### src/rtl/instr_seq_if.sv
// Handshake/program bundle between the program sequencer and its surroundings.
// slave = sequencer side, master = host/controller side.
interface instr_seq_if #(
  parameter int unsigned AW = 4,
  parameter int unsigned DW = 8
);
  logic          start;
  logic          step_mode;
  logic          step;
  logic          prog_we;
  logic [AW-1:0] prog_addr;
  logic [DW+2:0] prog_wdata;
  logic          ctrl_done;
  logic          ctrl_idle;
  logic          execute;
  logic [2:0]    operation;
  logic [DW-1:0] operand;
  logic [AW-1:0] pc;
  logic          busy;
  logic          done;
  logic          timeout_err;

  modport slave (
    input  start, step_mode, step, prog_we, prog_addr, prog_wdata, ctrl_done, ctrl_idle,
    output execute, operation, operand, pc, busy, done, timeout_err
  );

  modport master (
    output start, step_mode, step, prog_we, prog_addr, prog_wdata, ctrl_done, ctrl_idle,
    input  execute, operation, operand, pc, busy, done, timeout_err
  );
endinterface

### src/rtl/instr_sequencer.sv
// Program sequencer: issues opcode/operand words to the datapath controller one at a time.
// Optional per-instruction watchdog enabled by defining SEQ_WATCHDOG_EN.
module instr_sequencer #(
  parameter int unsigned DEPTH   = 16,
  parameter int unsigned AW      = 4,
  parameter int unsigned DW      = 8,
  parameter int unsigned TIMEOUT = 64
) (
  input  logic         clk,
  input  logic         rst,
  instr_seq_if.slave   bus
);

  localparam int unsigned IW      = DW + 3;
  localparam logic [2:0]  OP_HALT = 3'b101;

  typedef enum logic [2:0] {
    S_IDLE,
    S_FETCH,
    S_ISSUE,
    S_WAIT_DONE,
    S_RELEASE,
    S_PAUSE,
    S_HALT,
    S_ERR
  } state_t;

  state_t        r_state;
  logic [IW-1:0] r_mem [DEPTH];
  logic [IW-1:0] r_ir;
  logic [AW-1:0] r_pc;
  logic          r_execute;
  logic [2:0]    r_operation;
  logic [DW-1:0] r_operand;
  logic          r_busy;
  logic          r_done;
  logic          r_timeout_err;

  logic          w_quiet;
  logic          w_prog_wr;
  logic          w_wd_trip;

  assign w_quiet   = (r_state == S_IDLE) || (r_state == S_HALT) || (r_state == S_ERR);
  assign w_prog_wr = w_quiet && bus.prog_we;

  // Program memory survives reset, so it has no reset branch.
  always_ff @(posedge clk) begin
    if (w_prog_wr) begin
      r_mem[bus.prog_addr] <= bus.prog_wdata;
    end
  end

`ifdef SEQ_WATCHDOG_EN
  localparam int unsigned CW = $clog2(TIMEOUT + 1);

  logic [CW-1:0] r_wd_cnt;

  // Counts cycles spent in WAIT_DONE + RELEASE; ISSUE clears it on the way in.
  always_ff @(posedge clk or posedge rst) begin
    if (rst) begin
      r_wd_cnt <= '0;
    end else if ((r_state == S_WAIT_DONE) || (r_state == S_RELEASE)) begin
      r_wd_cnt <= r_wd_cnt + CW'(1);
    end else begin
      r_wd_cnt <= '0;
    end
  end

  assign w_wd_trip = ((r_state == S_WAIT_DONE) || (r_state == S_RELEASE)) &&
                     (r_wd_cnt == CW'(TIMEOUT - 1));
`else
  assign w_wd_trip = 1'b0 & (TIMEOUT == 0);
`endif

  always_ff @(posedge clk or posedge rst) begin
    if (rst) begin
      r_state       <= S_IDLE;
      r_ir          <= '0;
      r_pc          <= '0;
      r_execute     <= 1'b0;
      r_operation   <= 3'b000;
      r_operand     <= '0;
      r_busy        <= 1'b0;
      r_done        <= 1'b0;
      r_timeout_err <= 1'b0;
    end else begin
      case (r_state)
        S_IDLE, S_HALT, S_ERR: begin
          // A program write in the same cycle takes precedence over start.
          if (bus.start && !bus.prog_we) begin
            r_pc          <= '0;
            r_done        <= 1'b0;
            r_timeout_err <= 1'b0;
            r_busy        <= 1'b1;
            r_state       <= S_FETCH;
          end
        end

        S_FETCH: begin
          r_ir    <= r_mem[r_pc];
          r_state <= S_ISSUE;
        end

        S_ISSUE: begin
          if (r_ir[IW-1:DW] == OP_HALT) begin
            r_busy  <= 1'b0;
            r_done  <= 1'b1;
            r_state <= S_HALT;
          end else begin
            r_execute   <= 1'b1;
            r_operation <= r_ir[IW-1:DW];
            r_operand   <= r_ir[DW-1:0];
            r_state     <= S_WAIT_DONE;
          end
        end

        S_WAIT_DONE: begin
          if (w_wd_trip) begin
            r_execute     <= 1'b0;
            r_busy        <= 1'b0;
            r_timeout_err <= 1'b1;
            r_state       <= S_ERR;
          end else if (bus.ctrl_done) begin
            r_execute <= 1'b0;
            r_state   <= S_RELEASE;
          end
        end

        S_RELEASE: begin
          if (w_wd_trip) begin
            r_busy        <= 1'b0;
            r_timeout_err <= 1'b1;
            r_state       <= S_ERR;
          end else if (bus.ctrl_idle) begin
            // Last word of memory ends the program; pc never wraps.
            if (r_pc == AW'(DEPTH - 1)) begin
              r_busy  <= 1'b0;
              r_done  <= 1'b1;
              r_state <= S_HALT;
            end else begin
              r_pc    <= r_pc + AW'(1);
              r_state <= bus.step_mode ? S_PAUSE : S_FETCH;
            end
          end
        end

        S_PAUSE: begin
          if (bus.step) begin
            r_state <= S_FETCH;
          end
        end

        default: begin
          r_state <= S_IDLE;
        end
      endcase
    end
  end

  assign bus.execute     = r_execute;
  assign bus.operation   = r_operation;
  assign bus.operand     = r_operand;
  assign bus.pc          = r_pc;
  assign bus.busy        = r_busy;
  assign bus.done        = r_done;
  assign bus.timeout_err = r_timeout_err;

endmodule
### src/flat_wrapper.sv
// flat-port wrapper written by rule: the top's interface ports become plain ports
module instr_sequencer_flat 
#(
  parameter int unsigned DEPTH   = 16,
  parameter int unsigned AW      = 4,
  parameter int unsigned DW      = 8,
  parameter int unsigned TIMEOUT = 64
)
  (clk, rst, bus_start, bus_step_mode, bus_step, bus_prog_we, bus_prog_addr, bus_prog_wdata, bus_ctrl_done, bus_ctrl_idle, bus_execute, bus_operation, bus_operand, bus_pc, bus_busy, bus_done, bus_timeout_err);
  instr_seq_if #(.AW(AW), .DW(DW)) bus_i ();
  input  logic clk;
  input  logic rst;
  input wire logic [$bits(bus_i.start)-1:0] bus_start;
  input wire logic [$bits(bus_i.step_mode)-1:0] bus_step_mode;
  input wire logic [$bits(bus_i.step)-1:0] bus_step;
  input wire logic [$bits(bus_i.prog_we)-1:0] bus_prog_we;
  input wire logic [$bits(bus_i.prog_addr)-1:0] bus_prog_addr;
  input wire logic [$bits(bus_i.prog_wdata)-1:0] bus_prog_wdata;
  input wire logic [$bits(bus_i.ctrl_done)-1:0] bus_ctrl_done;
  input wire logic [$bits(bus_i.ctrl_idle)-1:0] bus_ctrl_idle;
  output wire logic [$bits(bus_i.execute)-1:0] bus_execute;
  output wire logic [$bits(bus_i.operation)-1:0] bus_operation;
  output wire logic [$bits(bus_i.operand)-1:0] bus_operand;
  output wire logic [$bits(bus_i.pc)-1:0] bus_pc;
  output wire logic [$bits(bus_i.busy)-1:0] bus_busy;
  output wire logic [$bits(bus_i.done)-1:0] bus_done;
  output wire logic [$bits(bus_i.timeout_err)-1:0] bus_timeout_err;
  assign bus_i.start = bus_start;
  assign bus_i.step_mode = bus_step_mode;
  assign bus_i.step = bus_step;
  assign bus_i.prog_we = bus_prog_we;
  assign bus_i.prog_addr = bus_prog_addr;
  assign bus_i.prog_wdata = bus_prog_wdata;
  assign bus_i.ctrl_done = bus_ctrl_done;
  assign bus_i.ctrl_idle = bus_ctrl_idle;
  assign bus_execute = bus_i.execute;
  assign bus_operation = bus_i.operation;
  assign bus_operand = bus_i.operand;
  assign bus_pc = bus_i.pc;
  assign bus_busy = bus_i.busy;
  assign bus_done = bus_i.done;
  assign bus_timeout_err = bus_i.timeout_err;
  instr_sequencer #(.DEPTH(DEPTH), .AW(AW), .DW(DW), .TIMEOUT(TIMEOUT)) u_core (.clk(clk), .rst(rst), .bus(bus_i));
endmodule
### config.mk
export PLATFORM = sky130hd
export DESIGN_NAME = instr_sequencer_flat
export DESIGN_NICKNAME = d
export VERILOG_FILES = /design/src/rtl/instr_seq_if.sv /design/src/rtl/instr_sequencer.sv /design/src/flat_wrapper.sv
export SDC_FILE = /design/constraint.sdc
export NUM_CORES = 1
export LEC_CHECK = 0
export CORE_UTILIZATION = 54
export CTS_CLUSTER_DIAMETER = 40
export CTS_CLUSTER_SIZE = 16
export DETAILED_ROUTE_END_ITERATION = 10
export GPL_TIMING_DRIVEN = 0
export PLACE_DENSITY = 0.85
export SYNTH_ARGS = -nofsm -noshare
export SYNTH_HDL_FRONTEND = slang
export SYNTH_SLANG_ARGS = --single-unit
### constraint.sdc
create_clock -name clk -period 2.4 [get_ports clk]
set_clock_uncertainty 0.15 [all_clocks]
set_input_delay 0.36 -clock clk [delete_from_list [all_inputs] [get_ports clk]]
set_output_delay 0.36 -clock clk [all_outputs]
set_load 0.01 [all_outputs]
# Yosys cells after proc, flatten, opt, wreduce, memory -nomap -nowiden
# Memory sizes are Yosys's and may differ from the RTL's. A register that Yosys moved wholly into a read port is not among the register bits.
# Index checks and enable logic that the tools add are counted.
dict set report word_totals {
  ff_bits 21
  ram_bits 176
  output_inout_bits 19
  memories 1
}
# name depth word_bits read_ports rd_ports_with_merged_regs write_ports line_no
set memory_table {}
lappend memory_table {u_core.r_mem 16 11 1 1 1 instr_sequencer.sv:29} ;# logic [IW-1:0] r_mem [DEPTH];
dict set report classes {
  addsub 1
  eq_ne 17
  muxes 27
  bitwise 1
  reduce_logical 15
}
# operator count
set ops {}
lappend ops {{$mux W3} 7}
lappend ops {{$pmux W3 S6} 1}
lappend ops {{$eq A3 B3 Y1 const B} 5}
lappend ops {{$mux W1} 12}
lappend ops {{$mux W4} 3}
lappend ops {{$ne A2 B2 Y1 const B} 5}
lappend ops {{$pmux W4 S2} 1}
lappend ops {{$reduce_and A4 Y1} 2}
lappend ops {{$eq A3 B2 Y1 const B} 2}
lappend ops {{$ne A2 B1 Y1 const B} 3}
lappend ops {{$pmux W1 S3} 2}
lappend ops {{$reduce_and A5 Y1} 1}
lappend ops {{$add A4 B1 Y4 const B} 1}
lappend ops {{$eq A4 B4 Y1 const B} 1}
lappend ops {{$reduce_bool A2 Y1} 2}
lappend ops {{$eq A3 B1 Y1 const B} 1}
lappend ops {{$logic_not A3 Y1} 1}
lappend ops {{$reduce_and A3 Y1} 1}
lappend ops {{$reduce_bool A3 Y1} 1}
lappend ops {{$reduce_or A3 Y1} 1}
lappend ops {{$logic_and A1 B1 Y1} 2}
lappend ops {{$logic_or A1 B1 Y1} 2}
lappend ops {{$pmux W1 S2} 1}
lappend ops {{$reduce_and A2 Y1} 1}
lappend ops {{other kinds (2)} 2}

# Depth between registers and ports, before layout
# Gate-level depths: netlist (run 1).
dict set report logic_depth {
  ltp_word 6
  ltp_mapped 7
  depth_no_buf 5
}

# Least setup slack after synthesis (run 1)
# OpenSTA, ideal clock, no wires.
dict set report synth_path {
  kind {flip-flop to flip-flop}
  start {register u_core.r_state[0]}
  end {memory u_core.r_mem[0][0] in the netlist's numbering, enable pin}
  setup_ns 0.393
  arrival_ns 1.877
  path_slack_ns -0.020
  stages_incl_launch_ff 5
  period_less_slack_ns 2.420
  path_cell_list {dfrtp_1 -> nor2_2 -> mux2_2 -> nand4bb_1 -> nor3_1}
}
dict set report synth_via {
  elab_chain_len 6
  elab_cells_between_ends 8
  cone_classes {2 x eq/ne; 2 x mux; 4 x reduce/logical}
}
# item line_no
set synth_rtl {}
lappend synth_rtl {{start, declared} instr_sequencer.sv:28} ;# state_t r_state;
lappend synth_rtl {{start signal, assigned} instr_sequencer.sv:142} ;# r_state <= bus.step_mode ? S_PAUSE : S_FETCH;
lappend synth_rtl {{$eq A3 B3 Y1 / $logic_not A3 Y1 (equally long branches)} instr_sequencer.sv:43} ;# assign w_quiet = (r_state == S_IDLE) || (r_state == S_HALT) || (r_state == S_ERR);
lappend synth_rtl {{$logic_or A1 B1 Y1} instr_sequencer.sv:43}
lappend synth_rtl {{$logic_or A1 B1 Y1 *} instr_sequencer.sv:43}
lappend synth_rtl {{$logic_and A1 B1 Y1 *} instr_sequencer.sv:44} ;# assign w_prog_wr = w_quiet && bus.prog_we;
lappend synth_rtl {{$mux W1 *} instr_sequencer.sv:48} ;# if (w_prog_wr) begin
lappend synth_rtl {{$mux W1 (not written as such) *} instr_sequencer.sv:49} ;# r_mem[bus.prog_addr] <= bus.prog_wdata;
lappend synth_rtl {{end, declared} instr_sequencer.sv:29}
# Every way passes the cells marked *; elsewhere a longest branch is shown, timed or not.

# Worst setup path after layout (run 1)
dict set report layout_path {
  start {register u_core.r_state[0]}
  end {memory u_core.r_mem[0][5] in the netlist's numbering, enable pin}
}
# The elaborated chain is that of the path after synthesis.

==> results.json, run 1 <==
{
  "status": "complete, no violations",
  "first_pass_iters": 5,
  "synth_fa_ha_area_frac": 0.00151,
  "fillerInstances": 880,
  "synth_simple_gate_area_share": 0.0551,
  "synth_mux_area_frac": 0.126,
  "core-area_um2": 14800,
  "stdcell_count": 752,
  "timing.rr.end": "u_core.r_mem[0][5]",
  "portBuffers": 40,
  "finalWeightedCongestion": 0.812,
  "ys_ff_latch": 208,
  "rows": 44,
  "syn_area_um2": 8290,
  "synth_top_flop_cell": "edfxtp_1",
  "drc": 0,
  "max_slew_margin": 0.216,
  "rr_worst_depth": 5,
  "ys_seq_area_frac": 0.734,
  "required_ns": 2.45,
  "critPathKind": "reg2reg",
  "peakVddDrop_v": 0.000511,
  "dpl.cell_count": 702,
  "r2r_start": "u_core.r_state[0]",
  "synth.avg_cell_area_um2": 17.3,
  "ios": 42,
  "hold_path.class": "in2async",
  "cellPowerDensity_nw_per_um2": 996,
  "clkTransAtPathRegs_ns": 0.07,
  "hold_viol": 0,
  "ant_nets": 0,
  "die_x_um": 126,
  "die-area_um2": 15900,
  "cts-root-buf": "clkbuf_16",
  "cts_max_level": 1,
  "synthTopCellsByArea": "edfxtp_1 (64%), dfrtp_1 (9.7%), mux4_2 (6.0%)",
  "maxSlewViolCount": 0,
  "cp_max_fo": 11,
  "final.period_utilization": 0.960,
  "netlist_instances": 478,
  "synth-compound-area-share": 0.0598,
  "vias": 4880,
  "synth_nets": 502,
  "setup_viol": 0,
  "area_delta_synth_final_pct": 20.8,
  "finalSetupTns_ns": 0,
  "vias_per_cell": 6.49,
  "p_leak_nw": 3.25,
  "finalInstanceArea_um2": 10000,
  "synth_top_area_frac": 0.637,
  "seqCellArea_um2": 6090,
  "worst_pin_slew_ns": 1.18,
  "yosys.area.top_type": "edfxtp_1",
  "rsz0062_at_grt": "false",
  "drt-initial-drc-count": 556,
  "cts_tree": "done",
  "grt_pass1_vias": 4943,
  "worstSetupEndpointType": "flip-flop",
  "cts.sinks": 208,
  "antenna_cells": 0,
  "grt_pass1_wl_um": 30200,
  "clock_latency_ns": 0.49,
  "synth_top_family_by_area": "multiplexers",
  "drt_wl_total_um": 19800,
  "setup.worst_path.start_class": "flip-flop",
  "cap_violations": 0,
  "place_hpwl_um": 11100,
  "multi_input_area_um2": 2160,
  "synthXorXnorAreaFrac": 0,
  "synth_commonest_cells": "edfxtp_1 (176), mux2i_1 (44), nor2_1 (33), dfrtp_1 (32), mux4_2 (22)",
  "cts_buffers": 20,
  "overflow": 0,
  "nNetsFinal": 580,
  "wire_per_inst_um": 26.3,
  "yosys_warnings": 0,
  "die_h_um": 126,
  "max_freq_mhz": 434,
  "grt_use_total": 0.258,
  "async_flop_share": 0.154,
  "fin_crit_ns": 2.30,
  "drive_above_1_share": 0.220,
  "grt_max_degree": 33,
  "placed_area_um2": 8940,
  "r2r_slack_ns": 0.1,
  "synth_edf_count": 176,
  "start_util": 0.562,
  "cts_buffer_depth": 3,
  "antenna_found_initial": 0,
  "yosys.cell_types.count": 49,
  "worstPathArrival_ns": 2.35,
  "yosysMostFrequentCell": "edfxtp_1"
}
## cell usage in the layout (no fill, tap or decap), types with 5 or more instances in the layout
cell type	synthesis	routed
edfxtp_1	176	176
mux2i_1	44	44
clkdlybuf4s50_1	0	40
dfrtp_1	32	32
mux4_2	22	22
nor2_1	33	21
clkbuf_16	0	21
a21oi_1	16	16
o21ai_0	14	14
nor2_4	0	13
a31oi_1	12	12
buf_2	11	11
clkbuf_1	9	11
buf_4	4	11
a221oi_1	11	11
o22ai_1	11	11
mux2_2	10	10
buf_12	0	9
nand2_1	7	7
inv_1	6	6
nand3b_1	5	5
## where the power goes
group | internal (mW) | switching (mW)
logic | 0.987 | 1.14
clock network | 2.05 | 1.36
registers | 4.23 | 0.199
## worst max-delay path, cell delays in order (launching register included)
cell and delay [ns]:
dfrtp_1 0.47, nor2_4 0.24, mux2_2 0.31, nand4bb_2 0.34
nor3_4 0.31, buf_12 0.18
## cells by family (layout without fill, tap and decap cells)
family | after synthesis | after routing
buffers and inverters | 34 | 124
and+or+nand+nor | 81 | 81
muxes | 76 | 76
other | 1 | 1
DFF | 208 | 208
AOI/OAI and AO/OA | 77 | 77
adders and majority gates | 1 | 1
## layer usage
layer,wire length [um],track usage,vias up
met5,0,0,-
met4,956,0.127,0
met3,1660,0.0450,67
met2,9610,0.418,301
met1,7530,0.343,2459
li1,-,-,2053
## through the flow
step | setup slack (ns) | power (mW) | utilization | hold slack, ns
floorplan | 0.267 | 5.74 | - | 0.309
global placement | -0.252 | 6.39 | 0.606 | 0.314
detailed placement | -0.308 | 6.49 | 0.606 | 0.345
CTS | 0.0514 | 9.93 | 0.679 | 0.364
global route | 0.00585 | 10.3 | 0.679 | 0.380
finish | 0.0951 | 9.98 | 0.679 | 0.339
## state kept, by name (all words and copies together) (netlist names)
| register | cells |
|---|---|
| u_core.r_state | 3 |
| u_core.bus.pc | 4 |
| u_core.bus.execute | 1 |
| u_core.bus.operation | 3 |
| u_core.bus.busy | 1 |
| u_core.bus.operand | 8 |
| u_core.bus.done | 1 |
| u_core.r_ir | 11 |
| u_core.r_mem | 176 |
## area by class of cell
| class | instances | area share |
|---|---|---|
| multi-input combinational | 236 | 0.216 |
| tap | 184 | 0.0230 |
| inverter | 6 | 0.00225 |
| timing repair buffer | 56 | 0.0632 |
| sequential | 208 | 0.608 |
| clock buffer | 23 | 0.0532 |
| clock inverter | 11 | 0.0184 |
| buffer | 28 | 0.0166 |
## worst max-delay path by stage
| stage | start | to |
|---|---|---|
| final | u_core.r_state[0] | u_core.r_mem[0][5] |
| after global routing | u_core.r_state[0] | u_core.r_mem[0][3] |
| after CTS | u_core.r_state[0] | u_core.r_mem[0][2] |
| after detailed placement | u_core.r_state[0] | u_core.r_mem[15][10] |
| after global placement | u_core.r_state[0] | u_core.r_mem[15][3] |
| after floorplan | u_core.r_state[0] | u_core.r_mem[10][0] |
## what timing repair did
item,4_1_cts,5_1_grt
setup buffers,16,0
pin swaps,10,0
gates resized for setup,29,1
hold buffers,0,0
setup endpoints to repair,176,95
(Power assumes the default switching activity.)
==> run 2: changes to the inputs <==
Settings changed: CAP_MARGIN from default to 20.
==> run 2 against run 1 <==
Compared with the run above: via count grew 1.4%; clock power fell by 7.0%; non-clock buffer count rose by 5; critical path depth up 1; first-iteration DRC count rose by 6.5%; total power shrank 2.2%; final cell count increased by 0.93%; global-route usage grew 0.12 points; sequential power hardly changed; highest routed layer unchanged; hold slack lost 0.23 ns; utilization is 0.40 points higher.
==> results.json, run 2 (synthesis results as in run 1) <==
{
  "status": "complete, no violations",
  "final_cell_mix": "edfxtp_1 (176), mux2i_1 (44), clkdlybuf4s50_1 (40)",
  "nNetsFinal": 586,
  "hold_viol": 0,
  "placed_area_um2": 8970,
  "cap_violations": 0,
  "grt_pass1_vias": 4934,
  "internal-power_mw": 6.98,
  "seq_power_share": 0.454,
  "antenna_found_initial": 0,
  "cpLargestDelayFamily": "simple AND/OR/NAND/NOR gates",
  "path_buf_inv": 2,
  "core-area_um2": 14800,
  "area_delta_synth_final_pct": 21.5,
  "critPathKind": "reg2reg",
  "cts_tree": "done",
  "wire_per_inst_um": 26.6,
  "rows": 44,
  "max_slew_margin": 0.500,
  "drt-initial-drc-count": 592,
  "finalWeightedCongestion": 0.812,
  "utilization": 0.683,
  "clkTransAtPathRegs_ns": 0.07,
  "drc": 0,
  "grt_use_total": 0.260,
  "rsz0062_at_grt": "false",
  "clock_latency_ns": 0.51,
  "stdcell_count": 759,
  "p_leak_nw": 3.27,
  "regMostFlops": "u_core.r_mem",
  "vias": 4946,
  "p_comb_frac": 0.220,
  "worstPathArrival_ns": 2.41,
  "max_freq_mhz": 428,
  "mostFrequentLayoutCell": "edfxtp_1",
  "drt_wl_total_um": 20200,
  "largest_reg_flops": 176,
  "p_sw_frac": 0.284,
  "finalPower_mw": 9.76,
  "die-area_um2": 15900,
  "worst_pin_slew_ns": 0.748,
  "first_pass_iters": 5,
  "final.period_utilization": 0.974,
  "power.switching_mw": 2.77,
  "postCtsHoldBufs": 0,
  "dpl.cell_count": 703,
  "vias_per_cell": 6.52,
  "fillerInstances": 898,
  "die_x_um": 126,
  "maxSlewViolCount": 0,
  "portBuffers": 40,
  "required_ns": 2.47,
  "hold_path.class": "in2async",
  "start_util": 0.562,
  "cpPeakStageDelay_ns": 0.46,
  "slowest_stage": "dfrtp_1",
  "cts_buffer_depth": 3,
  "ant_nets": 0,
  "setup.worst_path.start_class": "flip-flop",
  "crit_chain": "nor2_4, mux2_2, nand4_1, buf_4, nor3_4, buf_12",
  "die_h_um": 126,
  "grt_max_degree": 19,
  "worstSetupEndpointType": "flip-flop",
  "cts.sinks": 208,
  "setup_viol": 0,
  "cp_max_fo": 11,
  "cts-root-buf": "clkbuf_16",
  "ios": 42,
  "peakVddDrop_v": 0.000551,
  "finalSetupTns_ns": 0,
  "clkPwrFrac": 0.326,
  "rr_worst_depth": 6,
  "drive_above_1_share": 0.231,
  "finalInstanceArea_um2": 10100,
  "place_hpwl_um": 11200,
  "cp.depth": 6,
  "cts_buffers": 21,
  "cts_max_level": 1,
  "cellPowerDensity_nw_per_um2": 968,
  "grt_pass1_wl_um": 30100,
  "antenna_cells": 0,
  "overflow": 0,
  "fin_crit_ns": 2.34
}
run 2: changes by cell type in the layout (fill, tap and decap cells not counted):
cell and change:
inv_6 +4, o21ai_0 -1, clkinv_4 -2, buf_12 +4, clkbuf_1 -1, bufinv_16 -3
buf_16 +1, clkinvlp_4 +3, clkinvlp_2 +1, o21ai_1 +1
run 2: stage by stage:
stage                     setup WS [ns]  hold WS, ns
final                            0.0620        0.111
after global routing             0.0128        0.159
after CTS                        -0.162        0.123
after detailed placement         -0.322        0.347
after global placement           -0.252        0.314
after floorplan                   0.267        0.309
run 2: area by class of cell:
type,instances,area [um2],area share
plain buffers,28,166,0.0165
clock buffers,22,529,0.0525
clock inverters,14,139,0.0138
inverters,6,22.5,0.00224
multi-input cells,236,2160,0.215
flip-flops and latches,208,6090,0.604
well taps,184,230,0.0228
repair buffers,61,741,0.0735
run 2: worst register-to-register path, stage by stage, from the launching register on:
cell,delay [ns]
dfrtp_1,0.46
nor2_4,0.25
mux2_2,0.30
nand4_1,0.22
buf_4,0.24
nor3_4,0.24
buf_12,0.18
run 2: repair_timing:
item,CTS,global route
setup endpoints to repair,176,144
buffers inserted,14,6
pin swaps,9,4
gates resized for setup,22,9
run 2: power groups by stage:
stage          clock, mW  combinational [mW]  sequential [mW]
6_report            3.18                2.14             4.43
5_1_grt             3.34                2.29             4.46
4_1_cts             3.18                2.09             4.42
3_5_place_dp           0                2.01             4.49
3_3_place_gp           0                1.93             4.46
2_1_floorplan          0                1.25             4.49
run 2: path summary, 6_finish.rpt:
path / from / endpoint / slack, ns
max: u_core.r_state[0] / u_core.r_mem[3][8] / 0.06
min: rst / u_core.bus.execute / 0.11
max reg2reg: u_core.r_state[0] / u_core.r_mem[3][8] / 0.06
min reg2reg: u_core.bus.busy / u_core.bus.busy / 0.36
max in group asynchronous: rst / u_core.r_ir[7] / 1.48
min in group clk: u_core.bus.busy / u_core.bus.busy / 0.36
run 2: layer usage:
metal,wire length (um),GRT usage,vias to the layer above
met1,7300,0.341,2453
met2,10100,0.429,352
met5,0,0,-
met3,1990,0.0455,56
li1,-,-,2085
met4,807,0.114,0
